$ cat config.mk
export PLATFORM = sky130hd
export DESIGN_NAME = mc_ctrl_fsm_flat
export DESIGN_NICKNAME = d
export VERILOG_FILES = /design/src/rtl/mc_ctrl_fsm_if.sv /design/src/rtl/mc_ctrl_fsm.sv /design/src/flat_wrapper.sv
export SDC_FILE = /design/constraint.sdc
export NUM_CORES = 1
export LEC_CHECK = 0
export CAP_MARGIN = 20
export CELL_PAD_IN_SITES_DETAIL_PLACEMENT = 1
export CELL_PAD_IN_SITES_GLOBAL_PLACEMENT = 2
export CORE_ASPECT_RATIO = 0.6
export CORE_UTILIZATION = 22
export CTS_CLUSTER_DIAMETER = 120
export DETAILED_ROUTE_END_ITERATION = 16
export GPL_ROUTABILITY_DRIVEN = 0
export PLACE_DENSITY = 0.86
export SLEW_MARGIN = 20
export SYNTH_ARGS = -nofsm -noshare
export SYNTH_HDL_FRONTEND = slang
export SYNTH_SLANG_ARGS = --single-unit
$ cat constraint.sdc
create_clock -name clk -period 1.8 [get_ports clk]
set_input_delay 0.36 -clock clk [delete_from_list [all_inputs] [get_ports clk]]
set_output_delay 0.36 -clock clk [all_outputs]
set_load 0.1 [all_outputs]
$ cat src/rtl/mc_ctrl_fsm_if.sv
// Controller <-> IR/datapath/memory signal bundle for mc_ctrl_fsm.
// master = the control FSM, slave = the IR/datapath/memory side.
interface mc_ctrl_fsm_if #(
  parameter int OP_W        = 6,
  parameter int CNT_W       = 32,
  parameter int PC_OP_LEN   = 2,
  parameter int ALU_OP_LEN  = 4,
  parameter int IEXT_OP_LEN = 2
);
  logic [OP_W-1:0]        inst_op;
  logic [OP_W-1:0]        instR_func;
  logic                   alu_zero;
  logic                   imem_ack;
  logic                   dmem_ack;
  logic                   imem_req;
  logic                   dmem_req;
  logic                   ir_write;
  logic                   pc_write;
  logic [PC_OP_LEN-1:0]   pc_op;
  logic [ALU_OP_LEN-1:0]  alu_op;
  logic                   alu_ext_mode;
  logic [IEXT_OP_LEN-1:0] iext_op;
  logic                   alu_src;
  logic [1:0]             reg_dst;
  logic [1:0]             reg_src;
  logic                   reg_write;
  logic                   mem_write;
  logic                   busy;
  logic                   fault;
  logic [CNT_W-1:0]       cyc_cnt;
  logic [CNT_W-1:0]       ret_cnt;

  modport master (
    input  inst_op, instR_func, alu_zero, imem_ack, dmem_ack,
    output imem_req, dmem_req, ir_write, pc_write, pc_op, alu_op, alu_ext_mode,
           iext_op, alu_src, reg_dst, reg_src, reg_write, mem_write, busy, fault,
           cyc_cnt, ret_cnt
  );

  modport slave (
    output inst_op, instR_func, alu_zero, imem_ack, dmem_ack,
    input  imem_req, dmem_req, ir_write, pc_write, pc_op, alu_op, alu_ext_mode,
           iext_op, alu_src, reg_dst, reg_src, reg_write, mem_write, busy, fault,
           cyc_cnt, ret_cnt
  );
endinterface

$ cat src/rtl/mc_ctrl_fsm.sv
// Multi-cycle FETCH/DECODE/EXEC/MEM/WB controller with req/ack memory handshakes and a sticky FAULT state.
// Optional perf counters (cyc_cnt/ret_cnt) are built only when MC_CTRL_PERF_CNT_EN is defined.
module mc_ctrl_fsm #(
  parameter int OP_W        = 6,
  parameter int TIMEOUT_CYC = 16,
  parameter int CNT_W       = 32
) (
  input  logic            clk,
  input  logic            rst_n,
  mc_ctrl_fsm_if.master   bus
);
  localparam logic [1:0] PC_NEXT = 2'd0, PC_OFFSET = 2'd1, PC_IMM = 2'd2, PC_REG = 2'd3;
  localparam logic [3:0] ALU_ADD = 4'd0, ALU_SUB = 4'd1, ALU_AND = 4'd2, ALU_OR  = 4'd3,
                         ALU_XOR = 4'd4, ALU_NOR = 4'd5, ALU_SLT = 4'd6, ALU_SLL = 4'd7,
                         ALU_SRL = 4'd8, ALU_SRA = 4'd9;
  localparam logic [1:0] IEXT_SIGN = 2'd0, IEXT_ZERO = 2'd1, IEXT_LUI = 2'd2;
  localparam logic [1:0] DST_RD = 2'd0, DST_RT = 2'd1, DST_R31 = 2'd2, DST_NOREG = 2'd3;
  // reg_src has no NOREG code of its own; it is qualified by reg_write.
  localparam logic [1:0] SRC_ALU = 2'd0, SRC_DMEM = 2'd1, SRC_IMM = 2'd2, SRC_PC = 2'd3;

  localparam logic [OP_W-1:0] OP_R = OP_W'(6'h00), OP_J = OP_W'(6'h02), OP_JAL = OP_W'(6'h03),
    OP_BEQ = OP_W'(6'h04), OP_BNE = OP_W'(6'h05), OP_ADDIU = OP_W'(6'h09), OP_SLTI = OP_W'(6'h0a),
    OP_SLTIU = OP_W'(6'h0b), OP_ANDI = OP_W'(6'h0c), OP_ORI = OP_W'(6'h0d), OP_XORI = OP_W'(6'h0e),
    OP_LUI = OP_W'(6'h0f), OP_LW = OP_W'(6'h23), OP_SW = OP_W'(6'h2b);
  localparam logic [OP_W-1:0] F_SLL = OP_W'(6'h00), F_SRL = OP_W'(6'h02), F_SRA = OP_W'(6'h03),
    F_JR = OP_W'(6'h08), F_ADDU = OP_W'(6'h21), F_SUBU = OP_W'(6'h23), F_AND = OP_W'(6'h24),
    F_OR = OP_W'(6'h25), F_XOR = OP_W'(6'h26), F_NOR = OP_W'(6'h27), F_SLT = OP_W'(6'h2a),
    F_SLTU = OP_W'(6'h2b);

  localparam int WAIT_W = (TIMEOUT_CYC > 1) ? $clog2(TIMEOUT_CYC) : 1;

  typedef enum logic [2:0] {S_FETCH, S_DECODE, S_EXEC, S_MEM, S_WB, S_FAULT} state_e;
  typedef enum logic [3:0] {C_ALU, C_LUI, C_LW, C_SW, C_BEQ, C_BNE, C_J, C_JAL, C_JR} cls_e;

  typedef struct packed {
    cls_e       cls;
    logic [3:0] alu_op;
    logic       ext;
    logic [1:0] iext;
    logic       alu_src;
    logic [1:0] reg_dst;
    logic [1:0] reg_src;
    logic       legal;
  } dec_t;

  function automatic dec_t decode(input logic [OP_W-1:0] op, input logic [OP_W-1:0] fn);
    dec_t d;
    d = '{cls: C_ALU, alu_op: ALU_ADD, ext: 1'b0, iext: IEXT_SIGN, alu_src: 1'b0,
          reg_dst: DST_NOREG, reg_src: SRC_ALU, legal: 1'b1};
    case (op)
      OP_R: begin
        d.reg_dst = DST_RD;
        case (fn)
          F_ADDU: d.alu_op = ALU_ADD;
          F_SUBU: d.alu_op = ALU_SUB;
          F_AND:  d.alu_op = ALU_AND;
          F_OR:   d.alu_op = ALU_OR;
          F_XOR:  d.alu_op = ALU_XOR;
          F_NOR:  d.alu_op = ALU_NOR;
          F_SLT:  begin d.alu_op = ALU_SLT; d.ext = 1'b1; end
          F_SLTU: d.alu_op = ALU_SLT;
          F_SLL:  d.alu_op = ALU_SLL;
          F_SRL:  d.alu_op = ALU_SRL;
          F_SRA:  begin d.alu_op = ALU_SRA; d.ext = 1'b1; end
          F_JR:   begin d.cls = C_JR; d.reg_dst = DST_NOREG; end
          default: d.legal = 1'b0;
        endcase
      end
      OP_ADDIU: begin d.alu_src = 1'b1; d.reg_dst = DST_RT; end
      OP_SLTI:  begin d.alu_src = 1'b1; d.reg_dst = DST_RT; d.alu_op = ALU_SLT; d.ext = 1'b1; end
      OP_SLTIU: begin d.alu_src = 1'b1; d.reg_dst = DST_RT; d.alu_op = ALU_SLT; end
      OP_ANDI:  begin d.alu_src = 1'b1; d.reg_dst = DST_RT; d.alu_op = ALU_AND; d.iext = IEXT_ZERO; end
      OP_ORI:   begin d.alu_src = 1'b1; d.reg_dst = DST_RT; d.alu_op = ALU_OR;  d.iext = IEXT_ZERO; end
      OP_XORI:  begin d.alu_src = 1'b1; d.reg_dst = DST_RT; d.alu_op = ALU_XOR; d.iext = IEXT_ZERO; end
      OP_LUI:   begin d.cls = C_LUI; d.alu_src = 1'b1; d.reg_dst = DST_RT; d.iext = IEXT_LUI;
                      d.reg_src = SRC_IMM; end
      OP_LW:    begin d.cls = C_LW; d.alu_src = 1'b1; d.reg_dst = DST_RT; d.reg_src = SRC_DMEM; end
      OP_SW:    begin d.cls = C_SW; d.alu_src = 1'b1; end
      OP_BEQ:   begin d.cls = C_BEQ; d.alu_op = ALU_SUB; end
      OP_BNE:   begin d.cls = C_BNE; d.alu_op = ALU_SUB; end
      OP_J:     d.cls = C_J;
      OP_JAL:   begin d.cls = C_JAL; d.reg_dst = DST_R31; d.reg_src = SRC_PC; end
      default:  d.legal = 1'b0;
    endcase
    return d;
  endfunction

  state_e            state_q, state_d;
  dec_t              dec_q, dec_d;
  logic [WAIT_W-1:0] wait_q, wait_d;
  logic              req, ack;
  logic              pc_write, reg_write, taken;
  logic [1:0]        pc_op;

  always_comb begin
    state_d = state_q;
    dec_d   = dec_q;
    wait_d  = wait_q;
    req     = (state_q == S_FETCH) || (state_q == S_MEM);
    ack     = (state_q == S_FETCH) ? bus.imem_ack : bus.dmem_ack;
    case (state_q)
      S_FETCH:  if (bus.imem_ack) state_d = S_DECODE;
      S_DECODE: begin
        dec_d   = decode(bus.inst_op, bus.instR_func);
        state_d = dec_d.legal ? S_EXEC : S_FAULT;
      end
      S_EXEC: begin
        case (dec_q.cls)
          C_LW, C_SW:   state_d = S_MEM;
          C_ALU, C_LUI: state_d = S_WB;
          default:      state_d = S_FETCH;
        endcase
      end
      S_MEM:   if (bus.dmem_ack) state_d = (dec_q.cls == C_SW) ? S_FETCH : S_WB;
      S_WB:    state_d = S_FETCH;
      default: state_d = S_FAULT;
    endcase
    // Bounded wait: the TIMEOUT_CYC-th consecutive unacked request cycle trips FAULT.
    if (TIMEOUT_CYC != 0 && req && !ack) begin
      if (wait_q == WAIT_W'(TIMEOUT_CYC - 1)) state_d = S_FAULT;
      else                                     wait_d  = wait_q + 1'b1;
    end
    if (state_d != state_q) wait_d = '0;
  end

  always_ff @(posedge clk) begin
    if (!rst_n) begin
      state_q <= S_FETCH;
      dec_q   <= '0;
      wait_q  <= '0;
    end else begin
      state_q <= state_d;
      dec_q   <= dec_d;
      wait_q  <= wait_d;
    end
  end

  always_comb begin
    taken     = (dec_q.cls == C_BEQ) ? bus.alu_zero : !bus.alu_zero;
    pc_write  = 1'b0;
    reg_write = 1'b0;
    pc_op     = PC_NEXT;
    case (state_q)
      S_EXEC: begin
        case (dec_q.cls)
          C_BEQ, C_BNE: begin pc_write = 1'b1; pc_op = taken ? PC_OFFSET : PC_NEXT; end
          C_J:          begin pc_write = 1'b1; pc_op = PC_IMM; end
          C_JAL:        begin pc_write = 1'b1; pc_op = PC_IMM; reg_write = 1'b1; end
          C_JR:         begin pc_write = 1'b1; pc_op = PC_REG; end
          default: ;
        endcase
      end
      S_MEM:   pc_write = bus.dmem_ack && (dec_q.cls == C_SW);
      S_WB:    begin pc_write = 1'b1; reg_write = 1'b1; end
      default: ;
    endcase
  end

  // Every output is forced low while reset is asserted, including ack-driven strobes.
  assign bus.imem_req     = rst_n && (state_q == S_FETCH);
  assign bus.ir_write     = rst_n && (state_q == S_FETCH) && bus.imem_ack;
  assign bus.dmem_req     = rst_n && (state_q == S_MEM);
  assign bus.mem_write    = rst_n && (state_q == S_MEM) && (dec_q.cls == C_SW);
  assign bus.pc_write     = rst_n && pc_write;
  assign bus.reg_write    = rst_n && reg_write;
  assign bus.pc_op        = rst_n ? pc_op : PC_NEXT;
  assign bus.alu_op       = rst_n ? dec_q.alu_op : 4'd0;
  assign bus.alu_ext_mode = rst_n && dec_q.ext;
  assign bus.iext_op      = rst_n ? dec_q.iext : 2'd0;
  assign bus.alu_src      = rst_n && dec_q.alu_src;
  assign bus.reg_dst      = rst_n ? dec_q.reg_dst : 2'd0;
  assign bus.reg_src      = rst_n ? dec_q.reg_src : 2'd0;
  assign bus.fault        = rst_n && (state_q == S_FAULT);
  assign bus.busy         = rst_n && (state_q != S_FAULT) && !((state_q == S_FETCH) && !bus.imem_ack);

`ifdef MC_CTRL_PERF_CNT_EN
  logic [CNT_W-1:0] cyc_q, ret_q;

  always_ff @(posedge clk) begin
    if (!rst_n) begin
      cyc_q <= '0;
      ret_q <= '0;
    end else if (state_q != S_FAULT) begin
      cyc_q <= cyc_q + 1'b1;
      if (pc_write) ret_q <= ret_q + 1'b1;
    end
  end

  assign bus.cyc_cnt = cyc_q;
  assign bus.ret_cnt = ret_q;
`else
  assign bus.cyc_cnt = '0;
  assign bus.ret_cnt = '0;
`endif
endmodule

$ cat src/flat_wrapper.sv
// flat-port wrapper written by rule: the top's interface ports become plain ports
module mc_ctrl_fsm_flat 
#(
  parameter int OP_W        = 6,
  parameter int TIMEOUT_CYC = 16,
  parameter int CNT_W       = 32
)
  (clk, rst_n, bus_inst_op, bus_instR_func, bus_alu_zero, bus_imem_ack, bus_dmem_ack, bus_imem_req, bus_dmem_req, bus_ir_write, bus_pc_write, bus_pc_op, bus_alu_op, bus_alu_ext_mode, bus_iext_op, bus_alu_src, bus_reg_dst, bus_reg_src, bus_reg_write, bus_mem_write, bus_busy, bus_fault, bus_cyc_cnt, bus_ret_cnt);
  mc_ctrl_fsm_if #(.OP_W(OP_W), .CNT_W(CNT_W)) bus_i ();
  input  logic clk;
  input  logic rst_n;
  input wire logic [$bits(bus_i.inst_op)-1:0] bus_inst_op;
  input wire logic [$bits(bus_i.instR_func)-1:0] bus_instR_func;
  input wire logic [$bits(bus_i.alu_zero)-1:0] bus_alu_zero;
  input wire logic [$bits(bus_i.imem_ack)-1:0] bus_imem_ack;
  input wire logic [$bits(bus_i.dmem_ack)-1:0] bus_dmem_ack;
  output wire logic [$bits(bus_i.imem_req)-1:0] bus_imem_req;
  output wire logic [$bits(bus_i.dmem_req)-1:0] bus_dmem_req;
  output wire logic [$bits(bus_i.ir_write)-1:0] bus_ir_write;
  output wire logic [$bits(bus_i.pc_write)-1:0] bus_pc_write;
  output wire logic [$bits(bus_i.pc_op)-1:0] bus_pc_op;
  output wire logic [$bits(bus_i.alu_op)-1:0] bus_alu_op;
  output wire logic [$bits(bus_i.alu_ext_mode)-1:0] bus_alu_ext_mode;
  output wire logic [$bits(bus_i.iext_op)-1:0] bus_iext_op;
  output wire logic [$bits(bus_i.alu_src)-1:0] bus_alu_src;
  output wire logic [$bits(bus_i.reg_dst)-1:0] bus_reg_dst;
  output wire logic [$bits(bus_i.reg_src)-1:0] bus_reg_src;
  output wire logic [$bits(bus_i.reg_write)-1:0] bus_reg_write;
  output wire logic [$bits(bus_i.mem_write)-1:0] bus_mem_write;
  output wire logic [$bits(bus_i.busy)-1:0] bus_busy;
  output wire logic [$bits(bus_i.fault)-1:0] bus_fault;
  output wire logic [$bits(bus_i.cyc_cnt)-1:0] bus_cyc_cnt;
  output wire logic [$bits(bus_i.ret_cnt)-1:0] bus_ret_cnt;
  assign bus_i.inst_op = bus_inst_op;
  assign bus_i.instR_func = bus_instR_func;
  assign bus_i.alu_zero = bus_alu_zero;
  assign bus_i.imem_ack = bus_imem_ack;
  assign bus_i.dmem_ack = bus_dmem_ack;
  assign bus_imem_req = bus_i.imem_req;
  assign bus_dmem_req = bus_i.dmem_req;
  assign bus_ir_write = bus_i.ir_write;
  assign bus_pc_write = bus_i.pc_write;
  assign bus_pc_op = bus_i.pc_op;
  assign bus_alu_op = bus_i.alu_op;
  assign bus_alu_ext_mode = bus_i.alu_ext_mode;
  assign bus_iext_op = bus_i.iext_op;
  assign bus_alu_src = bus_i.alu_src;
  assign bus_reg_dst = bus_i.reg_dst;
  assign bus_reg_src = bus_i.reg_src;
  assign bus_reg_write = bus_i.reg_write;
  assign bus_mem_write = bus_i.mem_write;
  assign bus_busy = bus_i.busy;
  assign bus_fault = bus_i.fault;
  assign bus_cyc_cnt = bus_i.cyc_cnt;
  assign bus_ret_cnt = bus_i.ret_cnt;
  mc_ctrl_fsm #(.OP_W(OP_W), .TIMEOUT_CYC(TIMEOUT_CYC), .CNT_W(CNT_W)) u_core (.clk(clk), .rst_n(rst_n), .bus(bus_i));
endmodule
==> metrics, run 1 <==
ant diodes=0; IO Count=103; fin nets=409; Worst EP required=1.44 ns; Critical Path Start Type=flop; Post-CTS Hold Fix Bufs=0; die area=10,750 um^2; Reg clk slew, reported paths=0.06 ns; initial antenna violation count=0; Core Area=9950 um^2; Mean Syn Cell Area=7.145 um^2; worst-path cell chain=nor2_4 > nand3b_1 > buf_6 > nor3_4 > buf_12; Worst Hold Class=flop to flop; period utilization=0.9933; number of synthesized flops with an enable pin=0; status=finished, final reports clean; post-layout util=0.3341; vias in the first global route=2,123; post-layout min period=1.788 ns; CP Buf/Inv Count=2; commonest non-fill, non-tap cell in the layout=conb_1; Max Slew Vio Count=0; Synth area leaders=buf_4, dfxtp_1, a21oi_1; ys async rst share=0; fillers=1,224; Routed WL=6957 um; Yosys top cell area share=0.2115; Chip Width=133.2 um; Peak VDD IR=0.0003070 V; CP Max Fanout=7; via count=2,244; Worst Setup Path Type=flop to output port; IO Port Bufs=38; CP max stage delay=0.38 ns; sequential fraction of the synthesis area=0.2026; Die H=80.72 um; pin count of the biggest net entering global routing=22; GRT Overall Usage=0.1284; layout cell share with drive strength beyond 1=0.3000; placed wire-length estimate=5493 um; root buf cell=clkbuf_16; fin area=3324 um^2; maximum clock rate=0.5593 GHz; RSZ-0062 raised after global routing=true; first-pass GRT wire length=11,030 um; Final Hold Slack=0.4570 ns; DRT antenna net count=0; setup ws final=0.01211 ns; number of buffers created by CTS=3; initial core utilization=0.2284; area delta synth->final=46.31%; DP Cell Count=514; post-synth cell types=48; vias per cell=4.274; max-cap violation count=0; Final Skew=0.003019 ns; number of remaining DRC errors=0; CP max stage cell=dfxtp_4; CTS Sinks=23; Warnings, synthesis=0; initial drt markers=118; Setup crit end kind=output port; Mapped Area=2272 um^2; cell taking the most area after synthesis=buf_4; pwr/cell area=684.5 nW/um^2; CP top delay family=simple AND/OR/NAND/NOR gates; Clock Latency Late Sink=0.26 ns; routed wire length per instance=13.25 um; final setup violation count=0; placed cell area=3077 um^2; CTS H-tree depth=1; CTS tree=done; Overflow after GRT=0; final hold violations=0; Syn Inst Count=318; LEAKAGE=1.395 nW; commonest cells after routing, fill and taps aside=conb_1, buf_4, a21oi_1; Max clock buf depth=2; DR pass1 iterations=4; Main synth FF type=dfxtp_1; data arrival time of the critical path=1.43 ns; flops & latches, synth=23; Post-Layout Cell Count=525; Core Rows=28; placement-stage worst setup slack=-0.3360 ns
==> flip-flops by register name (all words and copies together) (netlist names) <==
| register | count |
|---|---|
| u_core.dec_q | 16 |
| u_core.wait_q | 4 |
| u_core.state_q | 3 |
==> per-layer routing <==
metal  part of all wire  global-route usage  vias to the layer above
li1                   -                   -                     1115
met1               0.51              0.1849                     1077
met2               0.45              0.1963                       48
met3              0.041             0.02525                        4
met4             0.0078             0.02727                        0
met5                  0                   0                        -
==> synth_stat cells (2+ instances only) <==
| cell type | instances |
|---|---|
| xnor2_1 | 3 |
| nor4_2 | 3 |
| dfxtp_1 | 23 |
| o21a_1 | 3 |
| buf_6 | 3 |
| nand4_1 | 9 |
| inv_1 | 9 |
| xor2_1 | 2 |
| nand2b_1 | 5 |
| buf_4 | 64 |
| nor3b_1 | 3 |
| o22ai_1 | 3 |
| nor2_1 | 24 |
| a211oi_1 | 2 |
| nor2b_1 | 7 |
| a21oi_1 | 25 |
| clkbuf_1 | 7 |
| o21ai_0 | 16 |
| buf_2 | 11 |
| and3_1 | 5 |
| and2_1 | 13 |
| nand3b_1 | 4 |
| a31oi_1 | 7 |
| a21o_1 | 2 |
| nand2_1 | 24 |
| o21ai_1 | 3 |
| nand3_1 | 9 |
| nor3_1 | 9 |
==> path summary, 6_finish.rpt <==
path | from | cells past startpoint | slack, ns | to
worst max-delay path | u_core.state_q[2]$_SDFF_PN0_ | 5 | 0.01 | bus_pc_op[0]
worst min-delay path | u_core.dec_q[2]$_SDFFE_PN0P_ | 2 | 0.46 | u_core.dec_q[2]$_SDFFE_PN0P_
worst max register to register | u_core.dec_q[16]$_SDFFE_PN0P_ | 6 | 0.13 | u_core.wait_q[2]$_SDFFE_PP0P_
worst min register to register | u_core.dec_q[2]$_SDFFE_PN0P_ | 2 | 0.46 | u_core.dec_q[2]$_SDFFE_PN0P_
==> cell type report <==
| type | count | area (um^2) | share of cell area |
|---|---|---|---|
| Timing Repair Buffer | 90 | 1006 | 0.3026 |
| Tap cell | 135 | 168.9 | 0.05081 |
| Inverter | 9 | 33.78 | 0.01016 |
| Clock inverter | 1 | 5.005 | 0.001505 |
| Multi-Input combinational cell | 264 | 1556 | 0.4682 |
| Sequential cell | 23 | 479.2 | 0.1441 |
| Clock buffer | 3 | 75.07 | 0.02258 |
==> logic make-up (layout without fill, tap and decap cells) <==
family / after synthesis / after routing / synth area share
and+or+nand+nor: 122 / 122 / 0.3007
muxes: 2 / 2 / 0.009361
DFF: 23 / 23 / 0.2026
buffers and inverters: 94 / 103 / 0.2770
adders and majority gates: 1 / 1 / 0.005506
AOI/OAI and AO/OA: 70 / 70 / 0.1839
other: 1 / 64 / 0.001650
xor gates and xnor gates: 5 / 5 / 0.01928
==> where the power goes <==
| group | total (W) | internal [W] | switching, W |
|---|---|---|---|
| combinational | 0.00122 | 0.000265 | 0.000959 |
| clock | 0.000496 | 0.000299 | 0.000196 |
| sequential | 0.000555 | 0.000529 | 0.0000254 |
==> worst register-to-register path: cells and delay by family (launching register included) <==
kind	cells	cell delay, ns
buf+inv	1	0.14
compound gates	2	0.21
simple gates	3	0.86
flops	1	0.37
==> repair_timing <==
| item | 4_1_cts | 5_1_grt |
|---|---|---|
| gates resized for setup | 24 | 18 |
| pin swaps | 6 | 9 |
| setup endpoints to repair | 24 | 14 |
| endpoints found under the hold margin | 0 | 0 |
| buffers inserted | 1 | 6 |
==> stage by stage <==
| step | TNS (ns) | total power, W |
|---|---|---|
| floorplan | -0.5085 | 0.001618 |
| CTS | -0.06267 | 0.002254 |
| detailed placement | -6.657 | 0.001751 |
| global placement | -6.106 | 0.001733 |
| finish | 0 | 0.002276 |
| global route | -0.1084 | 0.002364 |
Power figures use the tool's default switching activity.
==> run 2: changes to the inputs <==
- CORE_ASPECT_RATIO: 0.6 -> 1.25
==> run 2 against run 1 <==
Compared with the run above: non-clock buffer count is 5 lower; cell area is 0.87% lower; critical path type unchanged; highest routed layer unchanged; setup slack worse by 0.0015 ns; via count is 0.36% higher; largest power group unchanged.
==> metrics, run 2 (same netlist as run 1, synthesis figures left out) <==
routed wire length per instance=13.37 um (was 13.25 um); number of buffers created by CTS=3 (unchanged); fin nets=404 (was 409); Worst Hold Class=flop to flop (unchanged); CP Max Fanout=5 (was 7); Register Area=479.2 um^2 (unchanged); IO Port Bufs=38 (unchanged); Die H=115.6 um (was 80.72 um); reg2reg start=u_core.dec_q[15]$_SDFFE_PN0P_ (was u_core.dec_q[16]$_SDFFE_PN0P_); RSZ-0062 raised after global routing=true (unchanged); placement-stage worst setup slack=-0.2564 ns (was -0.3360 ns); Max clock buf depth=2 (unchanged); LEAKAGE=1.360 nW (was 1.395 nW); vias in the first global route=2,253 (was 2,123); reg2reg end=u_core.wait_q[2]$_SDFFE_PP0P_ (unchanged); commonest non-fill, non-tap cell in the layout=conb_1 (unchanged); maximum clock rate=0.5588 GHz (was 0.5593 GHz); final hold violations=0 (unchanged); initial core utilization=0.2260 (was 0.2284); Core Area=10,050 um^2 (was 9950 um^2); Max Slew Vio Count=0 (unchanged); min-delay src=u_core.dec_q[1]$_SDFFE_PN0P_ (was u_core.dec_q[2]$_SDFFE_PN0P_); initial drt markers=56 (was 118); post-layout min period=1.789 ns (was 1.788 ns); placed cell area=3047 um^2 (was 3077 um^2); root buf cell=clkbuf_16 (unchanged); area delta synth->final=45.04% (was 46.31%); CP max stage cell=dfxtp_2 (was dfxtp_4); CTS tree=done (unchanged); fin area=3296 um^2 (was 3324 um^2); worst-path cell chain=nor2b_4 > nand2_1 > a21oi_2 > a31oi_2 > nor3_4 > buf_12 (was nor2_4 > nand3b_1 > buf_6 > nor3_4 > buf_12); data arrival time of the critical path=1.43 ns (about the same); Routed WL=6872 um (was 6957 um); Core Rows=41 (was 28); hold-critical path depth=2 (unchanged); Reg clk slew, reported paths=0.06 ns (about the same); layout cell share with drive strength beyond 1=0.2883 (was 0.3000); first-pass GRT wire length=10,810 um (was 11,030 um); WHS Endpoint=u_core.dec_q[1]$_SDFFE_PN0P_ (was u_core.dec_q[2]$_SDFFE_PN0P_); ant diodes=0 (unchanged); DRT antenna net count=0 (unchanged); via count=2,252 (was 2,244); vias per cell=4.381 (was 4.274); Clock Latency Late Sink=0.25 ns (was 0.26 ns); CP max stage delay=0.35 ns (was 0.38 ns); period utilization=0.9941 (was 0.9933); Chip Width=92.90 um (was 133.2 um); Most flops, register=u_core.dec_q (unchanged); post-layout util=0.3278 (was 0.3341); commonest cells after routing, fill and taps aside=conb_1, buf_4, nand2_1, a21oi_1, buf_12 (was conb_1, buf_4, a21oi_1); setup ws final=0.01060 ns (was 0.01211 ns); Critical Path Start Type=flop (unchanged); R2R Setup Slk=0.15 ns (was 0.13 ns); CTS Sinks=23 (unchanged); Worst EP required=1.44 ns (about the same); Overflow after GRT=0 (unchanged); max-cap violation count=0 (unchanged); Peak VDD IR=0.0004139 V (was 0.0003070 V); area of the multi-input gates=1563 um^2 (was 1556 um^2); pin count of the biggest net entering global routing=22 (unchanged); CP top delay family=simple AND/OR/NAND/NOR gates (unchanged); R2R cell count=6 (unchanged); Setup crit end kind=output port (unchanged); Largest regs=u_core.dec_q x16, u_core.wait_q x4, u_core.state_q x3 (unchanged); final setup violation count=0 (unchanged); Post-CTS Hold Fix Bufs=0 (unchanged); fillers=1,257 (was 1,224); IO Count=103 (unchanged); initial antenna violation count=0 (unchanged); number of remaining DRC errors=0 (unchanged); GRT Overall Usage=0.1245 (was 0.1284); pwr/cell area=687.2 nW/um^2 (was 684.5 nW/um^2); placed wire-length estimate=5423 um (was 5493 um); status=finished, final reports clean (unchanged); DR pass1 iterations=4 (unchanged); CP Buf/Inv Count=1 (was 2); number of flip-flops in the largest register=16 (unchanged); CTS H-tree depth=1 (unchanged); Worst Setup Path Type=flop to output port (unchanged); Final Skew=0.005889 ns (was 0.003019 ns); die area=10,740 um^2 (was 10,750 um^2)
[run 2: repair_timing]
action | in CTS | in global routing
pin swaps | 5 | 7
buffers inserted | 1 | 4
hold endpoints to repair | 0 | 0
gates resized for setup | 18 | 30
endpoints found under the setup margin | 22 | 13
[run 2: power by group]
| group | total, W | leakage [nW] | internal, W | switching [W] |
|---|---|---|---|---|
| Clock | 0.000483 | 0.0409 | 0.000299 | 0.000184 |
| Combinational | 0.00123 | 1.13 | 0.000270 | 0.000962 |
| Sequential | 0.000550 | 0.191 | 0.000528 | 0.0000217 |
| Total | 0.00226 | 1.36 | 0.00110 | 0.00117 |
[run 2: worst reg2reg max path: cells and delay by family (launching register included)]
family	cells	cell delay [ns]
AOI/OAI and AO/OA	2	0.22
buffers and inverters	1	0.14
DFF	1	0.34
and+or+nand+nor	3	0.88
[run 2: area by class of cell]
type	count	area share
well taps	129	0.04898
multi-input cells	264	0.4742
flip-flops and latches	23	0.1454
inverters	9	0.01025
repair buffers	85	0.2969
clock inverters	1	0.001519
clock buffers	3	0.02278
[run 2: worst max path at each step]
stage                                              from           end  slack (ns)  cells past startpoint
final                     u_core.dec_q[15]$_SDFFE_PN0P_  bus_pc_op[0]        0.01                      6
after global routing      u_core.dec_q[15]$_SDFFE_PN0P_  bus_pc_op[0]       -0.05                      6
after global placement                            rst_n  bus_pc_op[0]       -0.28                      7
after CTS                 u_core.dec_q[15]$_SDFFE_PN0P_  bus_pc_op[0]      -0.009                      6
after floorplan            u_core.state_q[0]$_SDFF_PN0_  bus_pc_op[0]       -0.26                      4
after detailed placement                          rst_n  bus_pc_op[0]       -0.26                      7
[run 2: metrics by stage]
stage          hold slack, ns  power [W]    TNS, ns  std cells
2_1_floorplan          0.4273   0.001618    -0.5085        381
3_3_place_gp           0.4413   0.001737     -4.793        505
3_5_place_dp           0.4548   0.001753     -5.063        505
4_1_cts                0.4669   0.002243  -0.009358        510
5_1_grt                0.4775   0.002352    -0.1202        514
6_report               0.4585   0.002265          0        514
[run 2: routing by layer]
metal	vias up	wire, um	track usage
li1	1103	-	-
met1	1083	2663	0.1377
met2	60	3933	0.2529
met3	6	215	0.01378
met4	0	59	0.02256
met5	-	0	0
